## src/rtl/mult_seq_ctrl.sv

```systemverilog
// mult_seq_ctrl
//   Iterative unsigned shift-add multiplier sequencer. It retires one
//   multiplier bit per clock. Each cycle it ANDs the multiplicand with the
//   current low bit of the accumulator, adds the result into the upper half,
//   and shifts the 2*WIDTH-bit accumulator right by one bit. The carry of that
//   add is kept, so the arithmetic is exact. After WIDTH iterations the
//   product is latched and done pulses for one cycle.
//
// Ports
//   clk           rising-edge clock
//   reset         asynchronous, active-high reset
//   start         multiply request; accepted in IDLE or in the DONE cycle
//   multiplicand  operand A, captured on acceptance
//   multiplier    operand B, captured on acceptance
//   busy          high while iterating (RUN)
//   done          one-cycle pulse; product is valid from this cycle
//   product       2*WIDTH-bit unsigned A*B, held until the next done
module mult_seq_ctrl #(
    parameter int WIDTH = 32,
    parameter int CNT_W = 6
) (
    input  logic               clk,
    input  logic               reset,
    input  logic               start,
    input  logic [WIDTH-1:0]   multiplicand,
    input  logic [WIDTH-1:0]   multiplier,
    output logic               busy,
    output logic               done,
    output logic [2*WIDTH-1:0] product
);

    localparam logic [1:0] ST_IDLE = 2'd0;
    localparam logic [1:0] ST_RUN  = 2'd1;
    localparam logic [1:0] ST_DONE = 2'd2;

    localparam logic [CNT_W-1:0] LAST_ITER = CNT_W'(WIDTH - 1);

    logic [1:0]         state;
    logic [WIDTH-1:0]   mcand_reg;
    logic [WIDTH-1:0]   acc_hi;
    logic [WIDTH-1:0]   acc_lo;
    logic [CNT_W-1:0]   count;

    logic [WIDTH-1:0]   pp;
    logic [WIDTH:0]     sum_c;
    logic [2*WIDTH-1:0] acc_next;
    logic               accept;

    // One shift-add step. The carry out of the add becomes the new top
    // accumulator bit as the pair shifts right.
    always_comb begin
        pp       = mcand_reg & {WIDTH{acc_lo[0]}};
        sum_c    = {1'b0, acc_hi} + {1'b0, pp};
        acc_next = {sum_c, acc_lo[WIDTH-1:1]};
    end

    // A new operation can start from IDLE, or directly from the DONE cycle.
    always_comb begin
        accept = start && ((state == ST_IDLE) || (state == ST_DONE));
    end

    always_ff @(posedge clk or posedge reset) begin
        if (reset) begin
            state     <= ST_IDLE;
            mcand_reg <= '0;
            acc_hi    <= '0;
            acc_lo    <= '0;
            count     <= '0;
            busy      <= 1'b0;
            done      <= 1'b0;
            product   <= '0;
        end else begin
            case (state)
                ST_RUN: begin
                    {acc_hi, acc_lo} <= acc_next;
                    count            <= count + 1'b1;
                    // The product register is loaded from the final step directly,
                    // so it is already valid in the cycle where done is high.
                    if (count == LAST_ITER) begin
                        state   <= ST_DONE;
                        busy    <= 1'b0;
                        done    <= 1'b1;
                        product <= acc_next;
                    end
                end
                ST_IDLE, ST_DONE: begin
                    done <= 1'b0;
                    if (accept) begin
                        mcand_reg <= multiplicand;
                        acc_hi    <= '0;
                        acc_lo    <= multiplier;
                        count     <= '0;
                        state     <= ST_RUN;
                        busy      <= 1'b1;
                    end else begin
                        state <= ST_IDLE;
                    end
                end
                default: begin
                    state <= ST_IDLE;
                    busy  <= 1'b0;
                    done  <= 1'b0;
                end
            endcase
        end
    end

endmodule
```

## config.mk

```make
export PLATFORM = sky130hd
export DESIGN_NAME = mult_seq_ctrl
export DESIGN_NICKNAME = d
export VERILOG_FILES = /design/src/rtl/mult_seq_ctrl.sv
export SDC_FILE = /design/constraint.sdc
export NUM_CORES = 1
export LEC_CHECK = 0
export BUFFER_PORTS_ARGS = -buffer_cell sky130_fd_sc_hd__buf_2
export CAP_MARGIN = 20
export CORE_AREA = 4 4 124 155
export CTS_BUF_LIST = sky130_fd_sc_hd__clkbuf_2
export DETAILED_ROUTE_END_ITERATION = 8
export DIE_AREA = 0 0 128 159
export HOLD_SLACK_MARGIN = 0.15
export PLACE_DENSITY = 0.69
export REMOVE_ABC_BUFFERS = 1
export SKIP_CTS_REPAIR_TIMING = 1
export SLEW_MARGIN = 20
export SYNTH_ARGS = -nofsm -noshare
export SYNTH_HDL_FRONTEND = slang
export SYNTH_SLANG_ARGS = --single-unit
```

## constraint.sdc

```tcl
create_clock -name clk -period 6.6 [get_ports clk]
set_input_delay 0.33 -clock clk [delete_from_list [all_inputs] [get_ports clk]]
set_output_delay 0.33 -clock clk [all_outputs]
set_load 0.1 [all_outputs]
```

==> flow_metrics.env <==
export IMPL_synth_area_mm2=0.00871
export IMPL_worst_ep_required_time_ps=7300
export IMPL_synth_area_leaders="dfrtp_1 (49%), nand2_1 (14%), ha_1 (4.7%)"
export IMPL_overflow=0
export IMPL_synth_simple_area_share_pct=20.9
export IMPL_largest_reg_flops=64
export IMPL_drc=0
export IMPL_regMostFlops="product"
export IMPL_fin_crit_sh_pct=60.1
export IMPL_syn_to_final_growth_pct=23.2
export IMPL_peakVddDrop_v=0.000291
export IMPL_synth_top_family_by_area="simple AND/OR/NAND/NOR gates"
export IMPL_grt_pass1_wl_um=34200
export IMPL_core_area_mm2=0.0176
export IMPL_stdcell_area_mm2=0.0107
export IMPL_swShare_pct=52.3
export IMPL_power_frac_comb_pct=57.3
export IMPL_min_period_ps=3970
export IMPL_instances_no_fill=1387
export IMPL_row_count=54
export IMPL_cp_start_kind="flip-flop"
export IMPL_initial_core_util_pct=49.6
export IMPL_htree_levels=4
export IMPL_ff2ff_setup_slack_ps=2630
export IMPL_synth_yosys_seq_area_share_pct=48.5
export IMPL_crit_fanout=33
export IMPL_dr_pass1_iters=6
export IMPL_maxCapViolations=0
export IMPL_die_w_um=128
export IMPL_cp_arrival_ps=4670
export IMPL_synth_top_cell_by_area="dfrtp_1"
export IMPL_clk_insertion_delay_late_ps=770
export IMPL_drive_gt1_share_pct=17.1
export IMPL_dr_first_iter_drc_count=365
export IMPL_synth_xor_area_share_pct=2.71
export IMPL_skew_ps=35.2
export IMPL_fin_setup_tns_ps=0
export IMPL_vias=7169
export IMPL_postSynthRegisterBits=169
export IMPL_cts_path_max_buffers=2
export IMPL_gp_congestion=0.906
export IMPL_fmax_ghz=0.252
export IMPL_tightest_slew_ps=1050
export IMPL_grt_total_usage_pct=20.5
export IMPL_p_sw_mw=2.99
export IMPL_ff2ff_path_depth=12
export IMPL_cts_tree="built"
export IMPL_worstReg2RegStart="acc_lo[0]"
export IMPL_place_area_mm2=0.00948
export IMPL_synth_top_area_share_pct=48.5
export IMPL_power_internal_mw=2.72
export IMPL_wl_per_cell_um=15.2
export IMPL_wl_um=21000
export IMPL_power_frac_seq_pct=31.8
export IMPL_viasPerCell=5.17
export IMPL_synth_edff_count=0
export IMPL_clkSinkCount=169
export IMPL_fp_dieH_um=159
export IMPL_cts_made_buffers=17
export IMPL_synth_adder_area_share_pct=4.97
export IMPL_dp_cells=1256
export IMPL_ys_flop_type="dfrtp_1"
export IMPL_yosysUniqueCellTypes=55
export IMPL_ios=133
export IMPL_synthCells=953
export IMPL_ant_nets=0
export IMPL_hold_viol=0
export IMPL_cts_clk_slew_worst_paths_ps=270
export IMPL_synth_compound_area_share_pct=14.3
export IMPL_antenna_found_initial=1
export IMPL_rsz0062_at_grt="false"
export IMPL_power_density_mw_per_mm2=532
export IMPL_path_class="flip-flop to flip-flop"
export IMPL_drv_slew=0
export IMPL_synth_async_reset_ratio_pct=100
export IMPL_p_clk_share_pct=10.9
export IMPL_post_dp_hpwl_um=13400
export IMPL_yosysWarnings=0
export IMPL_final_util_pct=61.1
export IMPL_max_slew_margin_pct=29.7
export IMPL_status="finished clean"
export IMPL_p_leak_nw=5.65
export IMPL_final_nets=1250
export IMPL_synthMuxAreaShare_pct=5.23
export IMPL_clockRootBuffer="clkbuf_2"
export IMPL_die_area_mm2=0.0204
export IMPL_setup_viol=0
export IMPL_syn_avg_cell_area_um2=9.14
export IMPL_grt_pass1_vias=7040
export IMPL_io_buffers=132
export IMPL_grt_max_degree=97
export IMPL_hp_class="input pin to async pin"
export IMPL_end_kind="flip-flop"
export IMPL_worstReg2RegEnd="product[59]"
-- power by group through the flow --
| stage | logic, mW | registers, mW | clock network (mW) |
|---|---|---|---|
| after floorplan | 1.65 | 2.75 | 0 |
| after CTS | 3.23 | 1.82 | 0.639 |
| after global placement | 3.17 | 1.83 | 0 |
| after global routing | 3.58 | 1.88 | 0.678 |
| after detailed placement | 3.22 | 1.84 | 0 |
| final | 3.27 | 1.82 | 0.622 |
-- worst max-delay path, cell delays in order (launching register included) --
cell and delay, ps:
dfrtp_1 1060, and2_1 240, ha_1 170, inv_1 50, fa_1 390, nor2b_1 170
o211ai_1 140, a31oi_1 530, a211o_1 260, a31oi_2 140, o21ai_1 250, mux2_1 350
o21ai_1 130
-- logic make-up after synthesis --
family	Yosys count
flip-flops	169
multiplexers	44
AND/OR/NAND/NOR	429
buffers and inverters	71
AO/OA/AOI/OAI	179
XOR/XNOR	27
adder cells (fa/ha/maj)	34
-- cell usage after synthesis (2+ instances only) --
cell and n:
a31oi_1 8, and3_2 2, mux2i_1 35, o2111ai_1 2, ha_1 33, nand2b_1 8, a21o_1 17, or3_1 4
o21ai_0 56, dfrtp_1 169, buf_2 4, buf_1 6, o21a_1 4, a211o_1 2, mux2_2 7, a211oi_1 2
nor2_1 21, o31ai_1 6, nand2_1 317, and3_1 5, a221oi_1 2, a31oi_4 3, clkbuf_1 45, a21oi_1 33
nor3_1 5, and2_1 33, o21ai_2 2, o211ai_1 3, a22o_1 26, o21ai_1 2, buf_6 3, inv_1 12
nand4_1 10, nor2b_1 5, and4_1 2, xor2_1 10, nand3_1 15, xnor2_1 17
-- cell usage in the layout, fill, tap and decap left out, types with 5 or more instances in the layout --
master | synthesis | layout
dfrtp_1 | 169 | 168
a21o_1 | 17 | 17
o31ai_1 | 6 | 6
xor2_1 | 10 | 10
buf_2 | 4 | 132
clkbuf_2 | 0 | 17
nand4_1 | 10 | 10
a21oi_1 | 33 | 33
nand2b_1 | 8 | 7
dlygate4sd3_1 | 0 | 98
and2_1 | 33 | 33
nand2_1 | 317 | 316
o21ai_0 | 56 | 56
mux2_2 | 7 | 7
nor2_1 | 21 | 20
a22o_1 | 26 | 26
ha_1 | 33 | 33
nor3_1 | 5 | 5
mux2i_1 | 35 | 35
xnor2_1 | 17 | 17
nand3_1 | 15 | 15
buf_4 | 0 | 5
a31oi_1 | 8 | 8
inv_1 | 12 | 11
and3_1 | 5 | 5
-- how the worst max path moves through the flow --
stage | start | to | cells after the start
floorplan | state[0] | acc_hi[27] | 4
global placement | acc_lo[0] | product[59] | 12
detailed placement | acc_lo[0] | product[47] | 12
CTS | acc_lo[0] | product[59] | 12
global route | acc_lo[0] | product[47] | 12
finish | acc_lo[0] | product[59] | 12
-- cell type report --
class / count / area, um^2
well taps: 224 / 280
flip-flops and latches: 169 / 4230
fillers: 1559 / 6830
diodes: 1 / 2.50
inverters: 13 / 53.8
clock inverters: 15 / 190
multi-input cells: 713 / 4210
clock buffers: 17 / 85.1
repair buffers: 235 / 1680
-- metrics by stage --
stage	setup WS, ps	hold WS (ps)	power, mW
CTS	2590	-341	5.68
finish	2630	263	5.71
global placement	2860	452	4.99
floorplan	1100	435	4.40
detailed placement	2640	457	5.06
global route	2210	272	6.14
-- routing by layer --
metal,GRT usage [%],vias up,wire [um]
li1,-,3618,-
met1,27.4,3376,9810
met2,34.8,147,10200
met3,3.32,28,740
met4,5.41,0,301
met5,0,-,0
No activity file was read; power rests on OpenSTA's default activity.
